--- config.mk ---
export PLATFORM = sky130hd
export DESIGN_NAME = inst_prefetch
export DESIGN_NICKNAME = d
export VERILOG_FILES = /design/src/rtl/pfq_pkg.sv /design/src/rtl/pfq_ring.sv /design/src/rtl/inst_prefetch.sv
export SDC_FILE = /design/constraint.sdc
export NUM_CORES = 1
export LEC_CHECK = 0
export ABC_AREA = 1
export CAP_MARGIN = 20
export CORE_ASPECT_RATIO = 1.1
export CORE_MARGIN = 2
export CORE_UTILIZATION = 34
export CTS_BUF_LIST = sky130_fd_sc_hd__clkbuf_2
export DETAILED_ROUTE_END_ITERATION = 8
export SYNTH_ARGS = -nofsm -noshare
export SYNTH_HDL_FRONTEND = slang
export SYNTH_SLANG_ARGS = --single-unit
--- constraint.sdc ---
create_clock -name clk -period 7.8 [get_ports clk]
set_clock_uncertainty 0.2 [all_clocks]
set_input_delay 1.56 -clock clk [delete_from_list [all_inputs] [get_ports clk]]
set_output_delay 1.56 -clock clk [all_outputs]
set_load 0.03 [all_outputs]
--- src/rtl/pfq_pkg.sv ---
// ---------------------------------------------------------------------------
// pfq_pkg -- shared definitions for the instruction prefetch queue.
//   pf_state_e      : fetch FSM states (FETCH / FULL / DISCARD)
//   WIN_BYTES       : bytes presented to the decoder per cycle (opcode + 2)
//   PFQ_DEPTH_DEFAULT / PFQ_RESET_PC_DEFAULT : default parameter values
//   clamp_consume() : limits decoder consumption to the bytes actually valid
// ---------------------------------------------------------------------------
package pfq_pkg;

    typedef enum logic [1:0] {
        PF_FETCH   = 2'd0,
        PF_FULL    = 2'd1,
        PF_DISCARD = 2'd2
    } pf_state_e;

    localparam int          WIN_BYTES            = 3;
    localparam int          PFQ_DEPTH_DEFAULT    = 16;
    localparam logic [15:0] PFQ_RESET_PC_DEFAULT = 16'h0000;

    function automatic logic [1:0] clamp_consume(input logic [1:0] consume,
                                                 input logic [1:0] avail);
        return (consume > avail) ? avail : consume;
    endfunction

endpackage

--- src/rtl/pfq_ring.sv ---
// ---------------------------------------------------------------------------
// pfq_ring -- byte ring buffer behind the prefetch FSM.
//   clk, rst_n   : clock, asynchronous active-low reset
//   wr_en/wr_data: push one byte at tail (ignored when full or clearing)
//   clear        : drop all contents (head snaps to tail, count to 0)
//   consume      : bytes the decoder retires; clamped to win_cnt
//   win_bytes    : {byte2, byte1, byte0}, byte0 at head, invalid bytes read 0
//   win_cnt      : min(count, 3)
//   consume_eff  : clamped consume actually applied this cycle
//   count_next   : occupancy after this cycle's update (drives FULL decision)
// ---------------------------------------------------------------------------
module pfq_ring
    import pfq_pkg::*;
#(
    parameter int DEPTH = PFQ_DEPTH_DEFAULT
) (
    input  logic                         clk,
    input  logic                         rst_n,
    input  logic                         wr_en,
    input  logic [7:0]                   wr_data,
    input  logic                         clear,
    input  logic [1:0]                   consume,
    output logic [8*WIN_BYTES-1:0]       win_bytes,
    output logic [1:0]                   win_cnt,
    output logic [1:0]                   consume_eff,
    output logic [$clog2(DEPTH):0]       count_next
);

    localparam int PTR_W = $clog2(DEPTH);
    localparam int CNT_W = PTR_W + 1;

    logic [7:0]       storage_reg [DEPTH];
    logic [PTR_W-1:0] head_reg;
    logic [PTR_W-1:0] tail_reg;
    logic [CNT_W-1:0] count_reg;
    logic             wr_ok;

    assign wr_ok       = wr_en && !clear && (count_reg != CNT_W'(DEPTH));
    assign win_cnt     = (count_reg >= CNT_W'(WIN_BYTES)) ? 2'(WIN_BYTES) : count_reg[1:0];
    assign consume_eff = clear ? 2'd0 : clamp_consume(consume, win_cnt);

    always_comb begin
        count_next = count_reg;
        if (clear) begin
            count_next = '0;
        end else begin
            count_next = count_reg + CNT_W'(wr_ok) - CNT_W'(consume_eff);
        end
    end

    always_ff @(posedge clk or negedge rst_n) begin
        if (!rst_n) begin
            head_reg  <= '0;
            tail_reg  <= '0;
            count_reg <= '0;
        end else begin
            count_reg <= count_next;
            if (clear) begin
                // Emptying by pointer move keeps the storage untouched.
                head_reg <= tail_reg;
            end else begin
                head_reg <= head_reg + PTR_W'(consume_eff);
                if (wr_ok) begin
                    tail_reg <= tail_reg + 1'b1;
                end
            end
        end
    end

    // Storage has no reset so it maps onto distributed RAM.
    always_ff @(posedge clk) begin
        if (wr_ok) begin
            storage_reg[tail_reg] <= wr_data;
        end
    end

    // Window: combinational read at head+k; pointer add wraps at DEPTH.
    for (genvar gi = 0; gi < WIN_BYTES; gi++) begin : g_win
        logic [PTR_W-1:0] rd_ptr;
        assign rd_ptr = head_reg + PTR_W'(gi);
        assign win_bytes[8*gi +: 8] = (win_cnt > 2'(gi)) ? storage_reg[rd_ptr] : 8'h00;
    end

endmodule

--- src/rtl/inst_prefetch.sv ---
// ---------------------------------------------------------------------------
// inst_prefetch -- instruction-byte prefetch queue feeding the 6502 decoder.
//   clk, rst_n          : clock, asynchronous active-low reset
//   flush, flush_pc     : redirect; discard queue, restart fetch at flush_pc
//   mem_req, mem_addr   : single-outstanding read request (registered)
//   mem_ack, mem_rdata  : read completion (may coincide with mem_req rising)
//   win_bytes/cnt/pc    : 3-byte decode window, byte0 at win_pc
//   consume             : bytes retired by the decoder (clamped to win_cnt)
//   stall_cnt           : present only with INST_PREFETCH_STALL_CNT_EN;
//                         counts cycles with a short window while not FULL
// ---------------------------------------------------------------------------
module inst_prefetch
    import pfq_pkg::*;
#(
    parameter int                DEPTH    = PFQ_DEPTH_DEFAULT,
    parameter int                ADDR_W   = 16,
    parameter logic [ADDR_W-1:0] RESET_PC = ADDR_W'(PFQ_RESET_PC_DEFAULT)
) (
    input  logic              clk,
    input  logic              rst_n,
    input  logic              flush,
    input  logic [ADDR_W-1:0] flush_pc,
    output logic              mem_req,
    output logic [ADDR_W-1:0] mem_addr,
    input  logic              mem_ack,
    input  logic [7:0]        mem_rdata,
    output logic [23:0]       win_bytes,
    output logic [1:0]        win_cnt,
    output logic [ADDR_W-1:0] win_pc,
    input  logic [1:0]        consume
`ifdef INST_PREFETCH_STALL_CNT_EN
    ,output logic [15:0]      stall_cnt
`endif
);

    localparam int CNT_W = $clog2(DEPTH) + 1;

    pf_state_e         state_reg;
    logic              mem_req_reg;
    logic [ADDR_W-1:0] fetch_pc_reg;
    logic [ADDR_W-1:0] pending_pc_reg;
    logic [ADDR_W-1:0] win_pc_reg;

    logic              ack_ok;
    logic              wr_en;
    logic              fill_ok;
    logic [1:0]        consume_eff;
    logic [CNT_W-1:0]  count_next;

    assign ack_ok = mem_req_reg && mem_ack;
    // Only a FETCH-state completion carries a byte we want; a flush in the
    // same cycle turns it into stale data.
    assign wr_en  = ack_ok && (state_reg == PF_FETCH) && !flush;

    pfq_ring #(
        .DEPTH (DEPTH)
    ) u_ring (
        .clk         (clk),
        .rst_n       (rst_n),
        .wr_en       (wr_en),
        .wr_data     (mem_rdata),
        .clear       (flush),
        .consume     (consume),
        .win_bytes   (win_bytes),
        .win_cnt     (win_cnt),
        .consume_eff (consume_eff),
        .count_next  (count_next)
    );

    assign fill_ok  = count_next < CNT_W'(DEPTH);
    assign mem_req  = mem_req_reg;
    assign mem_addr = fetch_pc_reg;
    assign win_pc   = win_pc_reg;

    always_ff @(posedge clk or negedge rst_n) begin
        if (!rst_n) begin
            state_reg      <= PF_FETCH;
            mem_req_reg    <= 1'b0;
            fetch_pc_reg   <= RESET_PC;
            pending_pc_reg <= RESET_PC;
            win_pc_reg     <= RESET_PC;
        end else begin
            if (flush) begin
                win_pc_reg <= flush_pc;
            end else begin
                win_pc_reg <= win_pc_reg + ADDR_W'(consume_eff);
            end

            case (state_reg)
                PF_FETCH: begin
                    if (flush) begin
                        mem_req_reg <= 1'b1;
                        if (mem_req_reg && !mem_ack) begin
                            // A read is in flight: keep its address until it
                            // completes, then throw the byte away.
                            state_reg      <= PF_DISCARD;
                            pending_pc_reg <= flush_pc;
                        end else begin
                            state_reg    <= PF_FETCH;
                            fetch_pc_reg <= flush_pc;
                        end
                    end else begin
                        if (ack_ok) begin
                            fetch_pc_reg <= fetch_pc_reg + 1'b1;
                        end
                        if (fill_ok) begin
                            state_reg   <= PF_FETCH;
                            mem_req_reg <= 1'b1;
                        end else begin
                            state_reg   <= PF_FULL;
                            mem_req_reg <= 1'b0;
                        end
                    end
                end
                PF_FULL: begin
                    if (flush) begin
                        state_reg    <= PF_FETCH;
                        fetch_pc_reg <= flush_pc;
                        mem_req_reg  <= 1'b1;
                    end else if (fill_ok) begin
                        state_reg   <= PF_FETCH;
                        mem_req_reg <= 1'b1;
                    end else begin
                        mem_req_reg <= 1'b0;
                    end
                end
                PF_DISCARD: begin
                    mem_req_reg <= 1'b1;
                    if (ack_ok) begin
                        state_reg    <= PF_FETCH;
                        // A flush landing on the completing cycle is newest.
                        fetch_pc_reg <= flush ? flush_pc : pending_pc_reg;
                    end else if (flush) begin
                        pending_pc_reg <= flush_pc;
                    end
                end
                default: begin
                    state_reg   <= PF_FETCH;
                    mem_req_reg <= 1'b0;
                end
            endcase
        end
    end

`ifdef INST_PREFETCH_STALL_CNT_EN
    logic [15:0] stall_cnt_reg;
    always_ff @(posedge clk or negedge rst_n) begin
        if (!rst_n) begin
            stall_cnt_reg <= '0;
        end else if (flush) begin
            stall_cnt_reg <= '0;
        end else if ((win_cnt < 2'(WIN_BYTES)) && (state_reg != PF_FULL) &&
                     (stall_cnt_reg != 16'hFFFF)) begin
            stall_cnt_reg <= stall_cnt_reg + 16'd1;
        end
    end
    assign stall_cnt = stall_cnt_reg;
`endif

    // Decoder must not retire bytes it was not shown; flush cycles are exempt
    // because consume is ignored there.
    consume_legal_a: assert property (@(posedge clk) disable iff (!rst_n)
        flush || (consume <= win_cnt));

endmodule

==> results of run 1 <==
## cells in the mapped netlist
cell type and n:
clkinv_1 3, or2_2 14, clkbuf_1 27, buf_6 8, a31oi_1 2, a21o_1 1, nor3_2 2, mux2i_1 1
nor2_1 136, nor3_1 8, o211ai_1 30, xnor2_1 2, edfxtp_1 128, fa_1 3, a21oi_1 87, o21ai_0 155
clkbuf_2 1, inv_2 4, a211oi_1 1, a32oi_1 2, dfrtp_1 64, o21ai_1 17, o21bai_1 2, buf_4 11
buf_1 8, nand2b_1 1, o21ai_4 1, nor2_4 1, nand3_2 1, nand3_1 144, o22ai_1 2, inv_1 145
nand4_1 4, o31ai_1 2, nand2_1 452, and3_1 1, ha_1 25, buf_2 26, xor2_1 7
## stage by stage
step | setup slack (ns) | area, um^2 | std cells | total power [W]
3_3_place_gp | 2.60 | 12800 | 1984 | 0.00501
3_5_place_dp | 2.61 | 12800 | 1985 | 0.00507
4_1_cts | 1.75 | 13100 | 2017 | 0.00565
6_report | 1.71 | 13100 | 2018 | 0.00566
5_1_grt | 1.46 | 13100 | 2018 | 0.00609
2_1_floorplan | 3.81 | 11700 | 1529 | 0.00387
## metal layers
layer	part of all wire (%)	global-route usage [%]
met1	42	25.3
met2	48	33.9
met3	6.9	3.37
met4	3.3	7.56
met5	0.034	0
## layout make-up
cell class	count	area (um^2)
Antenna cell	1	2.50
Timing Repair Buffer	99	991
Sequential cell	192	5450
Clock inverter	15	199
Multi-Input combinational cell	1104	5220
Tap cell	438	548
Clock buffer	17	85.1
Inverter	152	571
Fill cell	3515	21000
## worst max-delay path: stages, from the launching register on
cell and delay (ns):
dfrtp_2 0.86, clkinv_1 0.83, buf_4 0.51, o211ai_1 0.15, o211ai_1 0.12, nand3_1 0.13, nand2_1 0.07, nor2_1 0.15
clkdlybuf4s50_1 0.70
## cells in the final DEF, fill, tap and decap left out, types with 25 or more instances in the layout
cell and instances:
o211ai_1 30, nor2_1 136, edfxtp_1 128, o21ai_0 155, inv_1 145, ha_1 25
nand3_1 144, nand2_1 452, a21oi_1 87, clkdlybuf4s50_1 87, dfrtp_1 62
## power by group through the flow
stage                     sequential (W)  clock [W]  combinational [W]
final                            0.00144   0.000580            0.00364
after global routing             0.00146   0.000632            0.00399
after CTS                        0.00144   0.000594            0.00362
after detailed placement         0.00146          0            0.00361
after global placement           0.00145          0            0.00355
after floorplan                  0.00146          0            0.00241
## worst max-delay path by stage
stage                            start       endpoint  slack, ns  cells after the start
CTS                 u_ring.head_reg[1]   win_bytes[5]       1.75                      8
finish              u_ring.head_reg[1]   win_bytes[5]       1.71                      8
floorplan                        flush     win_pc[10]       3.81                     17
global placement    u_ring.head_reg[1]  win_bytes[14]       2.60                      7
detailed placement               flush   state_reg[0]       2.61                     13
global route        u_ring.head_reg[1]   win_bytes[5]       1.46                      8
## cell families after synthesis
kind of cell | Yosys count
flip-flops | 192
adder cells (fa/ha/maj) | 28
AND/OR/NAND/NOR | 764
buffers and inverters | 233
XOR/XNOR | 9
multiplexers | 1
AO/OA/AOI/OAI | 302
==> impl_results.md, run 1 <==
* Outcome: finished clean
* Max_cap viols at 0
* Vias in the first global route at 9,996
* LEAKAGE at 5.55 nW
* Combinational share of power at 64.4%
* FP Rows at 71
* First-pass DRT Iterations at 6
* Largest family of logic cells by synthesized area: simple AND/OR/NAND/NOR gates
* Top cells by area, synth: edfxtp_1, nand2_1, dfrtp_1
* WHS at 0.340 ns
* Clk slew on worst S/H paths at 0.31 ns
* RSZ-0062 raised after global routing: false
* Top cell type's share of synthesized area at 32.9%
* Synth Area in Compound Gates at 13.9%
* Worst slew pin tran at 1.07 ns
* Post-route antenna net violation count at 0
* Sequential power share at 25.4%
* Hold path start: u_ring.tail_reg[3]
* #FFs+latches synth at 192
* Rel. slew slack at 28.3%
* Worst reg2reg path depth at 21
* Final Hold Viols at 0
* Post-DP HPWL at 25,800 um
* XOR/XNOR Fraction of Synth Area at 0.675%
* Die area at 0.0358 mm^2
* Clk_lat worst skew at 0.79 ns
* Endpoint class of the critical path: primary output
* Post-layout util at 38.4%
* H-tree depth at 4
* Total GRT Usage at 19.9%
* Fmax achieved at 164 MHz
* Final setup vio count at 0
* CTS Hold Bufs at 0
* Remaining global-route overflow at 0
* Io pins at 89
* DR WL/cell at 17.7 um
* Clock Power Share at 10.2%
* Total Routed Length at 35,800 um
* Min-Delay Path Class: flip-flop to flip-flop
* Via count at 10,623
* Worst Path Class, Setup: flip-flop to primary output
* Register area share after synthesis at 46.6%
* Post_cts resized at 0
* Final period util at 78.1%
* Die Ht at 198 um
* DRT iter0 DRCs at 1,255
* Worst-path fanout max at 40
* Share of layout cells above drive strength 1 at 4.37%
* Area Overhead vs Synth at 11.9%
* Mapped Avg Cell Area at 7.64 um^2
* Vias per inst at 5.26
* Power per cell area at 433 mW/mm^2
* VDD IR-drop max at 0.224 mV
* TritonCTS Buffers at 17
* Clk buf depth at 2
* Initial antenna violation count at 2
* Final-stage net count at 1,624
* Arrival @ worst endpoint at 4.33 ns
* Root buffer cell: clkbuf_2
* Data required time of the worst path at 6.04 ns
* RR Startpoint: u_ring.count_reg[3]
* Worst r2r dst: win_pc[10]
* Post-route setup TNS at 0 ns
* Post-Syn Area at 0.0117 mm^2
* Adder-cell area share of the yosys netlist at 3.19%
* Starting density of the core at 34.3%
* Max Slew Vio Count at 0
* Synth warn at 0
* CTS tree: done
* Post-Syn Nets at 1,587
* Hold EP: u_ring.tail_reg[3]
* Synth area leader: edfxtp_1
* DRC at 0
* Largest net degree at the start of global routing at 115
* Startpoint types: flip-flop
* Flop2flop setup slack at 3.67 ns
* Number of distinct library cells after synthesis at 39
* Max reg flops at 128
* Mapped Cells at 1,529
* First-pass GRT wire length at 55,400 um
* Mux contribution to synthesized area at 0.0857%
* Post-Synth Simple-Gate Area at 26.8%
* GPL Wtd Cong at 0.954
* Core area at 0.0340 mm^2
* Fraction of power spent switching nets at 53.2%
* Port bufs at 88
* # clock sinks at 192
* Width of the die at 181 um
* Hold path depth at 1
* Fin crit period at 6.09 ns
* Sw power at 0.00301 W
* Post-CTS Setup Bufs at 0
* Internal at 0.00265 W
(Power assumes the default switching activity.)
==> run 2, diff against run 1 <==
Clock period 7.8 ns to 6 ns, I/O delays scaled along.
==> impl_results.md, run 2 (synthesis results as in run 1) <==
* Max_cap viols at 0 (unchanged)
* Final Hold Viols at 0 (unchanged)
* Max Slew Vio Count at 0 (unchanged)
* Post-CTS Setup Bufs at 0 (unchanged)
* Max incr delay on CP at 0.70 ns (was 0.86 ns)
* Worst Path Class, Setup: flip-flop to primary output (unchanged)
* Final setup vio count at 0 (unchanged)
* Clk buf depth at 2 (unchanged)
* Worst setup margin at 0.503 ns (was 1.71 ns)
* RR Startpoint: u_ring.count_reg[3] (unchanged)
* Final period util at 91.6%
* Width of the die at 181 um (unchanged)
* Via count at 10,587 (was 10,623)
* Port bufs at 88 (unchanged)
* Root buffer cell: clkbuf_2 (unchanged)
* Commonest cells after routing, fill and taps aside: nand2_1, o21ai_0, inv_1 (unchanged)
* Slowest-stage cell, CP: clkdlybuf4s50_1 (was dfrtp_2)
* Vias in the first global route at 10,011 (was 9,996)
* Post-DP HPWL at 26,300 um (was 25,800 um)
* Footprint of the multi-input gates at 0.00522 mm^2 (unchanged)
* Total Routed Length at 35,700 um (was 35,800 um)
* CTS Hold Bufs at 0 (unchanged)
* Min-Delay Path Class: primary input to asynchronous set/reset pin (was flip-flop to flip-flop)
* DRT iter0 DRCs at 739 (was 1,255)
* VDD IR-drop max at 0.303 mV (was 0.224 mV)
* Die Ht at 198 um (unchanged)
* First-pass GRT wire length at 55,700 um (was 55,400 um)
* Power per cell area at 564 mW/mm^2 (was 433 mW/mm^2)
* CP cell instances: buf_4, ha_1, inv_1, nand3_1, nand3_1, nand2_1, nor2_1, clkdlybuf4s50_1 (was clkinv_1, buf_4, o211ai_1, o211ai_1, nand3_1, nand2_1, nor2_1, clkdlybuf4s50_1)
* H-tree depth at 4 (unchanged)
* Largest net degree at the start of global routing at 97 (was 115)
* WHS at 0.293 ns (was 0.340 ns)
* Total GRT Usage at 20.1% (was 19.9%)
* Arrival @ worst endpoint at 4.10 ns (was 4.33 ns)
* Post_cts resized at 0 (unchanged)
* Startpoint types: flip-flop (unchanged)
* Fmax achieved at 182 MHz
* Post-route antenna net violation count at 0 (unchanged)
* Worst slew pin tran at 0.988 ns (was 1.07 ns)
* Share of layout cells above drive strength 1 at 4.67% (was 4.37%)
* CTS tree: done (unchanged)
* Fillers at 3,505 (was 3,515)
* Post-route setup TNS at 0 ns (unchanged)
* GPL Wtd Cong at 0.971 (was 0.954)
* Place WS at 1.45 ns (was 2.61 ns)
* Starting density of the core at 34.3% (unchanged)
* Final-stage net count at 1,630 (was 1,624)
* TritonCTS Buffers at 17 (unchanged)
* Area Overhead vs Synth at 12.0% (was 11.9%)
* FP Rows at 71 (unchanged)
* Endpoint class of the critical path: primary output (unchanged)
* Die area at 0.0358 mm^2 (unchanged)
* Rel. slew slack at 33.9% (was 28.3%)
* Clk_lat worst skew at 0.83 ns (was 0.79 ns)
* Outcome: finished clean (unchanged)
* Remaining global-route overflow at 0 (unchanged)
* # clock sinks at 192 (unchanged)
* Sequential Area at 0.00545 mm^2 (unchanged)
* Io pins at 89 (unchanged)
* Clk slew on worst S/H paths at 0.29 ns (was 0.31 ns)
* Vias per inst at 5.23 (was 5.26)
* Max reg flops at 128 (unchanged)
* First-pass DRT Iterations at 5 (was 6)
* Cell family with most CP delay: buffers and inverters (unchanged)
* Design Power at 0.00737 W (was 0.00566 W)
* Worst path most repeated cell: nand3_1 (was o211ai_1)
* Fin crit period at 5.50 ns
* Data required time of the worst path at 4.60 ns (was 6.04 ns)
* LEAKAGE at 5.58 nW (was 5.55 nW)
* Worst Setup SP: u_ring.head_reg[1] (unchanged)
* Core area at 0.0340 mm^2 (unchanged)
* Worst-path fanout max at 68 (was 40)
* Most common cell after layout, fill and taps aside: nand2_1 (unchanged)
* Buffers & Inverters on Critical Path at 3 (unchanged)
* Initial antenna violation count at 1 (was 2)
* DRC at 0 (unchanged)
* DR WL/cell at 17.6 um (was 17.7 um)
* RSZ-0062 raised after global routing: false (unchanged)
==> run 2: cell count changes in the layout (fill, tap and decap cells not counted), sizes merged <==
cell / delta
clkinvlp: -2
inv: +2
diode: +1
buf: +6
==> run 2: final timing paths <==
| path | to | slack (ns) | depth (start not counted) |
|---|---|---|---|
| max | win_bytes[21] | 0.50 | 8 |
| min | mem_addr[6] | 0.29 | 2 |
| max reg2reg | win_pc[10] | 1.69 | 21 |
| min reg2reg | u_ring.tail_reg[3] | 0.35 | 1 |
| max in group asynchronous | u_ring.head_reg[0] | 4.58 | 2 |
| min in group clk | u_ring.tail_reg[3] | 0.35 | 1 |
==> run 2: report_power, final <==
part	total [W]	internal, W	switching [W]
Combinational	0.00484	0.00158	0.00326
Clock	0.000721	0.000243	0.000478
Sequential	0.00181	0.00161	0.000198
Total	0.00737	0.00344	0.00393
==> run 2: layout make-up <==
cell class	instances	share of cell area (%)
timing repair buffer	105	7.77
tap	438	4.19
sequential	192	41.7
antenna	2	0.0383
multi-input combinational	1104	39.9
clock inverter	15	1.40
clock buffer	17	0.651
inverter	152	4.36
==> run 2: per-stage QoR <==
step           std cells  util (%)  instance area [um^2]
6_report            2025      38.4                 13100
4_1_cts             2023      38.4                 13100
3_5_place_dp        1991      37.6                 12800
2_1_floorplan       1529         -                 11700
3_3_place_gp        1991      37.6                 12800
5_1_grt             2025      38.4                 13100
==> run 2: worst reg2reg max path, delay by kind of cell, from the launching register on <==
kind / cells / cell delay, ns
compound gates: 2 / 0.30
fa+ha+maj: 4 / 1.07
xor+xnor: 1 / 0.14
buf+inv: 5 / 0.39
simple gates: 9 / 1.69
flops: 1 / 0.43
==> run 2: per-layer routing <==
metal | track usage, % | wire length, um | vias to the layer above
met5 | 0 | 0 | -
met1 | 24.6 | 14900 | 5037
li1 | - | - | 5137
met2 | 35.1 | 17600 | 354
met3 | 3.40 | 1990 | 59
met4 | 8.21 | 1240 | 0
